[src/rtl/mmio_pkg.sv]
// mmio_pkg: shared definitions for the memory-mapped UART transmitter.
//  - Register word offsets (address[3:2]) inside the 16-byte window.
//  - STATUS register bit positions.
//  - Transmit FSM state type.
//  - div_sanitize(): a divider of 0 is stored as 1 so a bit always lasts >= 1 cycle.
package mmio_pkg;

  // Word offsets, i.e. the value of address[3:2] for each register.
  localparam logic [1:0] UART_TXDATA = 2'd0;  // byte offset 0x0
  localparam logic [1:0] UART_STATUS = 2'd1;  // byte offset 0x4
  localparam logic [1:0] UART_DIV    = 2'd2;  // byte offset 0x8
  localparam logic [1:0] UART_CTRL   = 2'd3;  // byte offset 0xC

  // STATUS bit positions; fifo count occupies [STAT_CNT_LSB +: 4].
  localparam int STAT_FULL    = 0;
  localparam int STAT_EMPTY   = 1;
  localparam int STAT_BUSY    = 2;
  localparam int STAT_OVF     = 3;
  localparam int STAT_CNT_LSB = 4;

  typedef enum logic [1:0] {
    IDLE  = 2'd0,
    START = 2'd1,
    DATA  = 2'd2,
    STOP  = 2'd3
  } uart_state_t;

  function automatic logic [15:0] div_sanitize(input logic [15:0] d);
    return (d == 16'd0) ? 16'd1 : d;
  endfunction

endpackage

[src/rtl/mmio_uart_tx_if.sv]
// mmio_uart_tx_if: CPU data-memory port as seen by the UART window.
//  memory_address/memory_write/memory_byte_enable/memory_we : CPU -> UART
//  sel/rdata                                                 : UART -> read mux
//  dbg_state                                                 : UART FSM state, observation only
// Handshake: there is no ready/backpressure. A store is a single-cycle strobe;
// it is taken on the rising clk edge where memory_we=1 and sel=1. sel and rdata
// are combinational from memory_address, so a read completes in the same cycle.
interface mmio_uart_tx_if
  import mmio_pkg::*;
  ();
  logic [31:0] memory_address;
  logic [31:0] memory_write;
  logic [3:0]  memory_byte_enable;
  logic        memory_we;
  logic        sel;
  logic [31:0] rdata;
  uart_state_t dbg_state;

  modport master (
    output memory_address, memory_write, memory_byte_enable, memory_we,
    input  sel, rdata, dbg_state
  );

  modport slave (
    input  memory_address, memory_write, memory_byte_enable, memory_we,
    output sel, rdata, dbg_state
  );
endinterface

[src/rtl/sync_fifo.sv]
// sync_fifo: single-clock FIFO, no lookahead, no overflow tracking.
//  i_push/i_wdata : write request; dropped when full unless i_pop is also set
//  i_pop          : read request; ignored when empty (even with a same-cycle push)
//  o_rdata        : current head entry (valid when !o_empty)
//  o_full/o_empty : flags; o_count : occupancy, $clog2(DEPTH)+1 bits
// DEPTH must be a power of two >= 2 so pointers wrap naturally.
module sync_fifo #(
  parameter int WIDTH = 8,
  parameter int DEPTH = 8
) (
  input  logic             clk,
  input  logic             rst_n,
  input  logic             i_push,
  input  logic [WIDTH-1:0] i_wdata,
  input  logic             i_pop,
  output logic [WIDTH-1:0] o_rdata,
  output logic             o_full,
  output logic             o_empty,
  output logic [$clog2(DEPTH):0] o_count
);
  localparam int AW = $clog2(DEPTH);
  localparam int CW = AW + 1;
  localparam logic [CW-1:0] FULL_CNT = CW'(DEPTH);

  logic [WIDTH-1:0] r_mem [DEPTH];
  logic [AW-1:0]    r_wr_ptr;
  logic [AW-1:0]    r_rd_ptr;
  logic [CW-1:0]    r_count;
  logic             w_do_push;
  logic             w_do_pop;

  assign o_full  = (r_count == FULL_CNT);
  assign o_empty = (r_count == '0);
  assign o_count = r_count;
  assign o_rdata = r_mem[r_rd_ptr];

  // A full FIFO still accepts a push when the head leaves in the same cycle.
  assign w_do_pop  = i_pop && !o_empty;
  assign w_do_push = i_push && (!o_full || w_do_pop);

  always_ff @(posedge clk) begin
    if (w_do_push) r_mem[r_wr_ptr] <= i_wdata;
  end

  always_ff @(posedge clk or negedge rst_n) begin
    if (!rst_n) begin
      r_wr_ptr <= '0;
      r_rd_ptr <= '0;
      r_count  <= '0;
    end else begin
      if (w_do_push) r_wr_ptr <= r_wr_ptr + AW'(1);
      if (w_do_pop)  r_rd_ptr <= r_rd_ptr + AW'(1);
      case ({w_do_push, w_do_pop})
        2'b10:   r_count <= r_count + CW'(1);
        2'b01:   r_count <= r_count - CW'(1);
        default: r_count <= r_count;
      endcase
    end
  end
endmodule

[src/rtl/mmio_uart_tx.sv]
// mmio_uart_tx: memory-mapped 8N1 UART transmitter sitting beside the data RAM.
// Ports:
//  clk, rst_n : clock (rising edge), asynchronous active-low reset
//  bus        : mmio_uart_tx_if.slave -- CPU store port in, sel/rdata/dbg_state out
//  tx         : serial output, idle high
//  irq        : only when MMIO_UART_IRQ_EN is defined; irq_en & empty & !busy, registered
// Register map (address[3:2]):
//  0x0 TXDATA W: push write[7:0] when byte_enable[0]; R: 0
//  0x4 STATUS R: [0]full [1]empty [2]busy [3]overflow [7:4]count; W: bit3=1 clears overflow
//  0x8 DIV    R/W [15:0], written only with byte_enable[1:0]=11; 0 is stored as 1
//  0xC CTRL   [0]irq_en with MMIO_UART_IRQ_EN, otherwise reads 0 and ignores writes
// Optional feature macro: MMIO_UART_IRQ_EN.
module mmio_uart_tx
  import mmio_pkg::*;
#(
  parameter logic [31:0] BASE_ADDR   = 32'h0000_2000,
  parameter int          FIFO_DEPTH  = 8,
  parameter logic [15:0] DEFAULT_DIV = 16'd16
) (
  input  logic            clk,
  input  logic            rst_n,
  mmio_uart_tx_if.slave   bus,
  output logic            tx
`ifdef MMIO_UART_IRQ_EN
  ,
  output logic            irq
`endif
);
  localparam int CW = $clog2(FIFO_DEPTH) + 1;

  // Bus decode
  logic        w_sel;
  logic        w_wr;
  logic [1:0]  w_off;
  logic        w_push_req;
  logic [31:0] w_rdata;

  // FIFO
  logic          w_pop;
  logic [7:0]    w_head;
  logic          w_full;
  logic          w_empty;
  logic [CW-1:0] w_count;

  // Registers
  logic [15:0] r_div;
  logic        r_overflow;
  logic        w_ctrl_irq_en;

  // Transmit FSM and datapath
  uart_state_t r_state;
  uart_state_t w_state_nxt;
  logic [7:0]  r_shift;
  logic [15:0] r_bit_div;
  logic [15:0] r_baud;
  logic [2:0]  r_bit_idx;
  logic        w_bit_end;
  logic        w_busy;

  logic        w_unused;
  assign w_unused = &{1'b0, bus.memory_address[1:0], bus.memory_write[31:16],
                      bus.memory_byte_enable[3:2]};

  assign w_sel      = (bus.memory_address[31:4] == BASE_ADDR[31:4]);
  assign w_wr       = w_sel && bus.memory_we;
  assign w_off      = bus.memory_address[3:2];
  assign w_push_req = w_wr && (w_off == UART_TXDATA) && bus.memory_byte_enable[0];
  assign bus.sel       = w_sel;
  assign bus.dbg_state = r_state;

  sync_fifo #(.WIDTH(8), .DEPTH(FIFO_DEPTH)) u_fifo (
    .clk     (clk),
    .rst_n   (rst_n),
    .i_push  (w_push_req),
    .i_wdata (bus.memory_write[7:0]),
    .i_pop   (w_pop),
    .o_rdata (w_head),
    .o_full  (w_full),
    .o_empty (w_empty),
    .o_count (w_count)
  );

  // ---------------------------------------------------------------- registers
  always_ff @(posedge clk or negedge rst_n) begin
    if (!rst_n) begin
      r_div      <= div_sanitize(DEFAULT_DIV);
      r_overflow <= 1'b0;
    end else begin
      if (w_wr && (w_off == UART_DIV) && (bus.memory_byte_enable[1:0] == 2'b11))
        r_div <= div_sanitize(bus.memory_write[15:0]);
      // A push that the FIFO cannot take (full and no pop this edge) is lost.
      if (w_push_req && w_full && !w_pop)
        r_overflow <= 1'b1;
      else if (w_wr && (w_off == UART_STATUS) && bus.memory_byte_enable[0] &&
               bus.memory_write[STAT_OVF])
        r_overflow <= 1'b0;
    end
  end

`ifdef MMIO_UART_IRQ_EN
  logic r_irq_en;
  logic r_irq;

  always_ff @(posedge clk or negedge rst_n) begin
    if (!rst_n) begin
      r_irq_en <= 1'b0;
      r_irq    <= 1'b0;
    end else begin
      if (w_wr && (w_off == UART_CTRL) && bus.memory_byte_enable[0])
        r_irq_en <= bus.memory_write[0];
      r_irq <= r_irq_en && w_empty && !w_busy;
    end
  end

  assign irq           = r_irq;
  assign w_ctrl_irq_en = r_irq_en;
`else
  assign w_ctrl_irq_en = 1'b0;
`endif

  // --------------------------------------------------------------- read mux
  always_comb begin
    w_rdata = '0;
    if (w_sel) begin
      case (w_off)
        UART_STATUS: begin
          w_rdata[STAT_FULL]              = w_full;
          w_rdata[STAT_EMPTY]             = w_empty;
          w_rdata[STAT_BUSY]              = w_busy;
          w_rdata[STAT_OVF]               = r_overflow;
          w_rdata[STAT_CNT_LSB +: 4]      = 4'(w_count);
        end
        UART_DIV:  w_rdata[15:0] = r_div;
        UART_CTRL: w_rdata[0]    = w_ctrl_irq_en;
        default:   w_rdata       = '0;
      endcase
    end
  end
  assign bus.rdata = w_rdata;

  // ------------------------------------------------------------ transmit FSM
  assign w_busy    = (r_state != IDLE);
  assign w_bit_end = (r_baud == 16'd0);

  always_ff @(posedge clk or negedge rst_n) begin
    if (!rst_n) r_state <= IDLE;
    else        r_state <= w_state_nxt;
  end

  // The last STOP cycle pops the next byte straight into START, so queued
  // frames go out with no idle cycle between them.
  always_comb begin
    w_state_nxt = r_state;
    w_pop       = 1'b0;
    case (r_state)
      IDLE: begin
        if (!w_empty) begin
          w_pop       = 1'b1;
          w_state_nxt = START;
        end
      end
      START: begin
        if (w_bit_end) w_state_nxt = DATA;
      end
      DATA: begin
        if (w_bit_end && (r_bit_idx == 3'd7)) w_state_nxt = STOP;
      end
      STOP: begin
        if (w_bit_end) begin
          if (!w_empty) begin
            w_pop       = 1'b1;
            w_state_nxt = START;
          end else begin
            w_state_nxt = IDLE;
          end
        end
      end
      default: w_state_nxt = IDLE;
    endcase
  end

  // Datapath. bit_div is captured at each frame start so DIV writes during a
  // frame only affect the following frame.
  always_ff @(posedge clk or negedge rst_n) begin
    if (!rst_n) begin
      r_shift   <= '0;
      r_bit_div <= 16'd1;
      r_baud    <= '0;
      r_bit_idx <= '0;
    end else if (w_pop) begin
      r_shift   <= w_head;
      r_bit_div <= r_div;
      r_baud    <= r_div - 16'd1;
      r_bit_idx <= '0;
    end else if (r_state != IDLE) begin
      if (w_bit_end) begin
        r_baud <= r_bit_div - 16'd1;
        if (r_state == DATA) begin
          r_shift   <= {1'b0, r_shift[7:1]};
          r_bit_idx <= r_bit_idx + 3'd1;
        end
      end else begin
        r_baud <= r_baud - 16'd1;
      end
    end
  end

  // tx is decoded from flops only; with the async state reset it goes high
  // as soon as rst_n falls.
  always_comb begin
    tx = 1'b1;
    case (r_state)
      START:   tx = 1'b0;
      DATA:    tx = r_shift[0];
      default: tx = 1'b1;
    endcase
  end
endmodule

[src/flat_wrapper.sv]
// flat-port wrapper written by rule: the top's interface ports become plain ports
module mmio_uart_tx_flat import mmio_pkg::*;
#(
  parameter logic [31:0] BASE_ADDR   = 32'h0000_2000,
  parameter int          FIFO_DEPTH  = 8,
  parameter logic [15:0] DEFAULT_DIV = 16'd16
)
  (clk, rst_n, tx, bus_memory_address, bus_memory_write, bus_memory_byte_enable, bus_memory_we, bus_sel, bus_rdata, bus_dbg_state);
  mmio_uart_tx_if bus_i ();
  input  logic clk;
  input  logic rst_n;
  output logic tx;
  input wire logic [$bits(bus_i.memory_address)-1:0] bus_memory_address;
  input wire logic [$bits(bus_i.memory_write)-1:0] bus_memory_write;
  input wire logic [$bits(bus_i.memory_byte_enable)-1:0] bus_memory_byte_enable;
  input wire logic [$bits(bus_i.memory_we)-1:0] bus_memory_we;
  output wire logic [$bits(bus_i.sel)-1:0] bus_sel;
  output wire logic [$bits(bus_i.rdata)-1:0] bus_rdata;
  output wire logic [$bits(bus_i.dbg_state)-1:0] bus_dbg_state;
  assign bus_i.memory_address = bus_memory_address;
  assign bus_i.memory_write = bus_memory_write;
  assign bus_i.memory_byte_enable = bus_memory_byte_enable;
  assign bus_i.memory_we = bus_memory_we;
  assign bus_sel = bus_i.sel;
  assign bus_rdata = bus_i.rdata;
  assign bus_dbg_state = bus_i.dbg_state;
  mmio_uart_tx #(.BASE_ADDR(BASE_ADDR), .FIFO_DEPTH(FIFO_DEPTH), .DEFAULT_DIV(DEFAULT_DIV)) u_core (.clk(clk), .rst_n(rst_n), .bus(bus_i), .tx(tx));
endmodule
[config.mk]
export PLATFORM = sky130hd
export DESIGN_NAME = mmio_uart_tx_flat
export DESIGN_NICKNAME = d
export VERILOG_FILES = /design/src/rtl/mmio_pkg.sv /design/src/rtl/mmio_uart_tx_if.sv /design/src/rtl/sync_fifo.sv /design/src/rtl/mmio_uart_tx.sv /design/src/flat_wrapper.sv
export SDC_FILE = /design/constraint.sdc
export NUM_CORES = 1
export LEC_CHECK = 0
export ABC_CLOCK_PERIOD_IN_PS = 9300
export BUFFER_PORTS_ARGS = -buffer_cell sky130_fd_sc_hd__buf_2
export CORE_MARGIN = 1
export CORE_UTILIZATION = 38
export DETAILED_ROUTE_END_ITERATION = 10
export GPL_TIMING_DRIVEN = 0
export PLACE_DENSITY_LB_ADDON = 0.2
export SYNTH_ARGS = -nofsm -noshare
export SYNTH_HDL_FRONTEND = slang
export SYNTH_SLANG_ARGS = --single-unit
[constraint.sdc]
create_clock -name clk -period 9.3 [get_ports clk]
set_input_delay 1.86 -clock clk [delete_from_list [all_inputs] [get_ports clk]]
set_output_delay 1.86 -clock clk [all_outputs]
set_load 0.02 [all_outputs]
==> impl_results.html <==
<table>
<tr><th>Metric</th><th>Value</th></tr>
<tr><th colspan="2">Finish</th></tr>
<tr><td>Share of the core filled with cells</td><td>0.470</td></tr>
<tr><td>Layout Cell Area excl Fill</td><td>8240 sq um</td></tr>
<tr><td>Layout cells sized above 1</td><td>0.245</td></tr>
<tr><td>Post-layout instance count excluding filler cells</td><td>940</td></tr>
<tr><td>Number of diodes added for antenna fixing</td><td>0</td></tr>
<tr><td>Filler instances</td><td>1634</td></tr>
<tr><td>Net total in the final layout</td><td>789</td></tr>
<tr><td>Most frequent standard cell in the layout excluding fill and tap cells</td><td>nand2_1</td></tr>
<tr><td>Layout area overhead</td><td>19.2%</td></tr>
<tr><td>Commonest cells after routing, fill and taps aside</td><td>nand2_1 (83), buf_2 (78), dfrtp_1 (70)</td></tr>
<tr><th colspan="2">Floorplanning</th></tr>
<tr><td>Chip Width</td><td>137 microns</td></tr>
<tr><td>Area of the die</td><td>18700 sq um</td></tr>
<tr><td>Number of top-level pins</td><td>107</td></tr>
<tr><td>Y dimension of the die</td><td>137 microns</td></tr>
<tr><td>Core area</td><td>17500 sq um</td></tr>
<tr><td>FP Rows</td><td>48</td></tr>
<tr><td>Initial Utilization</td><td>0.394</td></tr>
<tr><th colspan="2">Clocking</th></tr>
<tr><td>Clock latency on the worst-skew pair</td><td>0.42 ns</td></tr>
<tr><td>Post-CTS Resized</td><td>0</td></tr>
<tr><td>Number of clock buffers inserted by TritonCTS</td><td>17</td></tr>
<tr><td># clock sinks</td><td>136</td></tr>
<tr><td>Worst-path clk slew</td><td>0.06 ns</td></tr>
<tr><td>CTS tree</td><td>built</td></tr>
<tr><td>Post-CTS setup buffers</td><td>0</td></tr>
<tr><td>Number of buffers between clock root and the deepest sink</td><td>2</td></tr>
<tr><td>Hold-fix buffers, CTS</td><td>0</td></tr>
<tr><td>CTS Root Buffer Type</td><td>clkbuf_16</td></tr>
<tr><td>H-tree Lvls</td><td>4</td></tr>
<tr><th colspan="2">Synthesis</th></tr>
<tr><td>Number of unique standard cell types used by synthesis</td><td>58</td></tr>
<tr><td>#FFs+latches synth</td><td>136</td></tr>
<tr><td>Number of enable-type register cells in the synthesized netlist</td><td>64</td></tr>
<tr><td>Cell Area, Synth</td><td>6910 sq um</td></tr>
<tr><td>Number of instances in the synthesized netlist</td><td>596</td></tr>
<tr><td>Post-synthesis async set-or-reset flop share</td><td>0.529</td></tr>
<tr><td>Yosys warnings</td><td>0</td></tr>
<tr><td>Seq/Total Area, Yosys</td><td>0.539</td></tr>
<tr><td>Most instantiated flip-flop cell in the synthesis netlist</td><td>dfrtp_1</td></tr>
<tr><td>Post-synthesis average cell area</td><td>11.6 sq um</td></tr>
<tr><th colspan="2">GRT</th></tr>
<tr><td>Global route overflow</td><td>0</td></tr>
<tr><td>Wire length of the first global-routing pass</td><td>28400 microns</td></tr>
<tr><td>Number of global-route vias before repair</td><td>5126</td></tr>
<tr><td>Maximum number of pins on one net before global-route repair</td><td>72</td></tr>
<tr><td>Initial antenna violation count</td><td>0</td></tr>
<tr><td>GR Util All Layers</td><td>0.206</td></tr>
<tr><th colspan="2">Worst hold path</th></tr>
<tr><td>Min-Delay Path Depth</td><td>2</td></tr>
<tr><td>Type of the tightest min-delay check</td><td>reg -&gt; reg</td></tr>
<tr><th colspan="2">Routing</th></tr>
<tr><td>Via-to-Cell Ratio</td><td>5.40</td></tr>
<tr><td>Average detailed-routed wire length per instance</td><td>19.1 microns</td></tr>
<tr><td>Count of vias placed by the detailed router</td><td>5079</td></tr>
<tr><td>Number of detailed-route iterations in the first pass</td><td>5</td></tr>
<tr><td>Violation count after the first detailed-routing iteration</td><td>324</td></tr>
<tr><td>Residual DRC count</td><td>0</td></tr>
<tr><td>Total Wirelength</td><td>17900 microns</td></tr>
<tr><td>Remaining number of nets flagged by the antenna check after routing</td><td>0</td></tr>
<tr><th colspan="2">Job</th></tr>
<tr><td>MaxCap Viol Count</td><td>0</td></tr>
<tr><th colspan="2">Placement</th></tr>
<tr><td>Number of cells after detailed placement</td><td>907</td></tr>
<tr><td>Area after DPL</td><td>7630 sq um</td></tr>
<tr><td>Worst-case setup slack after placement</td><td>3.60 ns</td></tr>
<tr><td>Final weighted congestion in routability-driven placement</td><td>0.911</td></tr>
<tr><td>Detailed placer's ending HPWL</td><td>13100 microns</td></tr>
<tr><td>Count of buffers inserted at the top-level ports</td><td>70</td></tr>
<tr><th colspan="2">STA</th></tr>
<tr><td>Worst-case clock skew</td><td>0.00968 ns</td></tr>
<tr><td>Setup TNS</td><td>0 ns</td></tr>
<tr><td>Worst hold slack after final layout</td><td>0.460 ns</td></tr>
<tr><td>Minimum clock period after layout</td><td>5.71 ns</td></tr>
<tr><td>Minimum setup slack in the final design</td><td>3.59 ns</td></tr>
<tr><td>Setup repair after global routing missed its margin</td><td>no</td></tr>
<tr><td>Transition time of the tightest slew-check pin</td><td>1.22 ns</td></tr>
<tr><td>Final Hold Viols</td><td>0</td></tr>
<tr><td>Final Slew Violations</td><td>0</td></tr>
<tr><td>Worst slew margin relative to its limit</td><td>0.181</td></tr>
<tr><td>Number of failing setup endpoints in the final timing report</td><td>0</td></tr>
<tr><td>Maximum frequency from static timing analysis</td><td>175 MHz</td></tr>
<tr><td>Post-route clock period utilization</td><td>0.614</td></tr>
<tr><th colspan="2">Power and ir drop</th></tr>
<tr><td>Share of total power in combinational logic</td><td>0.030</td></tr>
<tr><td>Power share of the clock group</td><td>0.509</td></tr>
<tr><td>Switching power share of the total</td><td>0.216</td></tr>
<tr><td>Power density over the cells</td><td>166 nW/um^2</td></tr>
<tr><td>Proportion of power drawn by flip-flops and latches</td><td>0.461</td></tr>
<tr><td>Pint</td><td>1.07 mW</td></tr>
<tr><td>Overall Power</td><td>1.37 mW</td></tr>
<tr><td>VDD IR max</td><td>0.136 mV</td></tr>
<tr><td>Sw Pwr</td><td>0.296 mW</td></tr>
<tr><td>Standby leakage power</td><td>3.46 nW</td></tr>
<tr><th colspan="2">Critical path</th></tr>
<tr><td>Highest cell delay on the worst timing path</td><td>0.43 ns</td></tr>
<tr><td>Cell type of the slowest stage on the worst timing path</td><td>clkbuf_1</td></tr>
<tr><td>WS Path Type</td><td>in -&gt; out</td></tr>
<tr><td>Required time of the critical path</td><td>7.44 ns</td></tr>
<tr><td>Number of cells on the critical path</td><td>8</td></tr>
<tr><td>Number of cells traversed by the worst register-to-register path</td><td>12</td></tr>
<tr><td>Worst endpoint data arrival time</td><td>3.85 ns</td></tr>
<tr><td>Critical path endpoint category</td><td>output pin</td></tr>
<tr><td>Peak fanout along the critical path</td><td>10</td></tr>
<tr><td>Register-to-Register Setup Slack</td><td>5.32 ns</td></tr>
<tr><td>Crit path buffers/inverters</td><td>3</td></tr>
<tr><td>Family of cells with the greatest summed delay on the critical path</td><td>simple AND/OR/NAND/NOR gates</td></tr>
<tr><td>Crit-path cells</td><td>buf_2, nor4b_1, nand4_1, nor2_1, clkbuf_1, nand2_1, nor2_1, buf_2</td></tr>
<tr><td>Type of element launching the critical path</td><td>primary input</td></tr>
<tr><th colspan="2">Status</th></tr>
<tr><td>Status</td><td>finished, final reports clean</td></tr>
</table>
Yosys cell counts (all sizes together), types with 3 or more instances:
master,count,area [sq um]
a31oi,5,31.3
nor4,16,106
nor2,42,160
a211o,7,61.3
a22oi,13,116
nor2b,7,43.8
dfrtp,70,1750
a21oi,23,119
a2111o,3,33.8
and3,13,81.3
nand2,83,312
nand2b,3,18.8
or2,3,18.8
mux4,16,360
a2bb2oi,8,70.1
nor3,11,55.1
buf,29,188
a21o,5,37.5
o21bai,7,52.6
mux2,19,214
ha,15,188
a32oi,3,26.3
mux2i,18,180
xnor2,13,114
nand3,12,60.1
inv,9,33.8
o21a,5,37.5
nand4,10,62.6
o21ai,18,93.8
clkbuf,18,67.6
o32ai,3,41.3
a211oi,9,67.6
edfxtp,64,1920
path summary, 6_finish.rpt:
kind | from | endpoint
worst max-delay path | bus_memory_address[10] | bus_rdata[3]
worst min-delay path | u_core.r_bit_div[0]$_DFFE_PN1P_ | u_core.r_bit_div[0]$_DFFE_PN1P_
worst max register to register | u_core.bus.dbg_state[0]$_DFFE_PN0P_ | u_core.r_baud[12]$_DFFE_PN0P_
worst min register to register | u_core.r_bit_div[0]$_DFFE_PN1P_ | u_core.r_bit_div[0]$_DFFE_PN1P_
max in group asynchronous | rst_n | u_core.r_div[4]$_DFFE_PN1P_
min in group asynchronous | rst_n | u_core.u_fifo.o_count[0]$_DFFE_PN0P_
power by group through the flow:
stage / Combinational [mW] / Clock, mW / Sequential, mW
finish: 0.0410 / 0.695 / 0.631
global route: 0.0456 / 0.728 / 0.630
CTS: 0.0414 / 0.705 / 0.630
detailed placement: 0.0413 / 0 / 0.642
global placement: 0.0387 / 0 / 0.642
floorplan: 0.0147 / 0 / 0.643
cell families after synthesis:
group	share of synthesized area
and+or+nand+nor	0.140
DFF	0.539
AOI/OAI and AO/OA	0.122
buffers and inverters	0.0418
muxes	0.109
adders and majority gates	0.0301
xor gates and xnor gates	0.0177
other	0.000543
final cells by class:
cell class                      count  area (sq um)  area share
Sequential cell                   136          3730       0.452
Multi-Input combinational cell    419          2950       0.358
Clock buffer                       19           433      0.0526
Timing Repair Buffer               72           388      0.0471
Tap cell                          225           282      0.0342
Buffer                             47           255      0.0310
Clock inverter                     13           170      0.0207
Inverter                            9          33.8     0.00410
sequential cells by signal (all words and copies together), names as in the netlist:
register,count
u_core.u_fifo.r_rd_ptr,3
u_core.bus.dbg_state,2
u_core.r_baud,16
u_core.u_fifo.r_wr_ptr,3
u_core.r_bit_idx,3
u_core.r_bit_div,16
u_core.u_fifo.r_mem,64
u_core.r_shift,8
u_core.r_div,16
u_core.u_fifo.o_count,4
u_core.r_overflow,1
metal layers:
metal / track usage / share of wire / vias to the layer above
met1: 0.273 / 0.45 / 2528
met2: 0.336 / 0.49 / 141
met3: 0.0348 / 0.037 / 21
met4: 0.0867 / 0.019 / 0
met5: 0 / 0 / -
li1: - / - / 2389
worst min-delay path: stages, from the launching register on:
cell and delay (ns):
dfstp_2 0.37, nand2_1 0.05, nand2_1 0.04
Note: power is estimated with default switching activity, not from simulation.
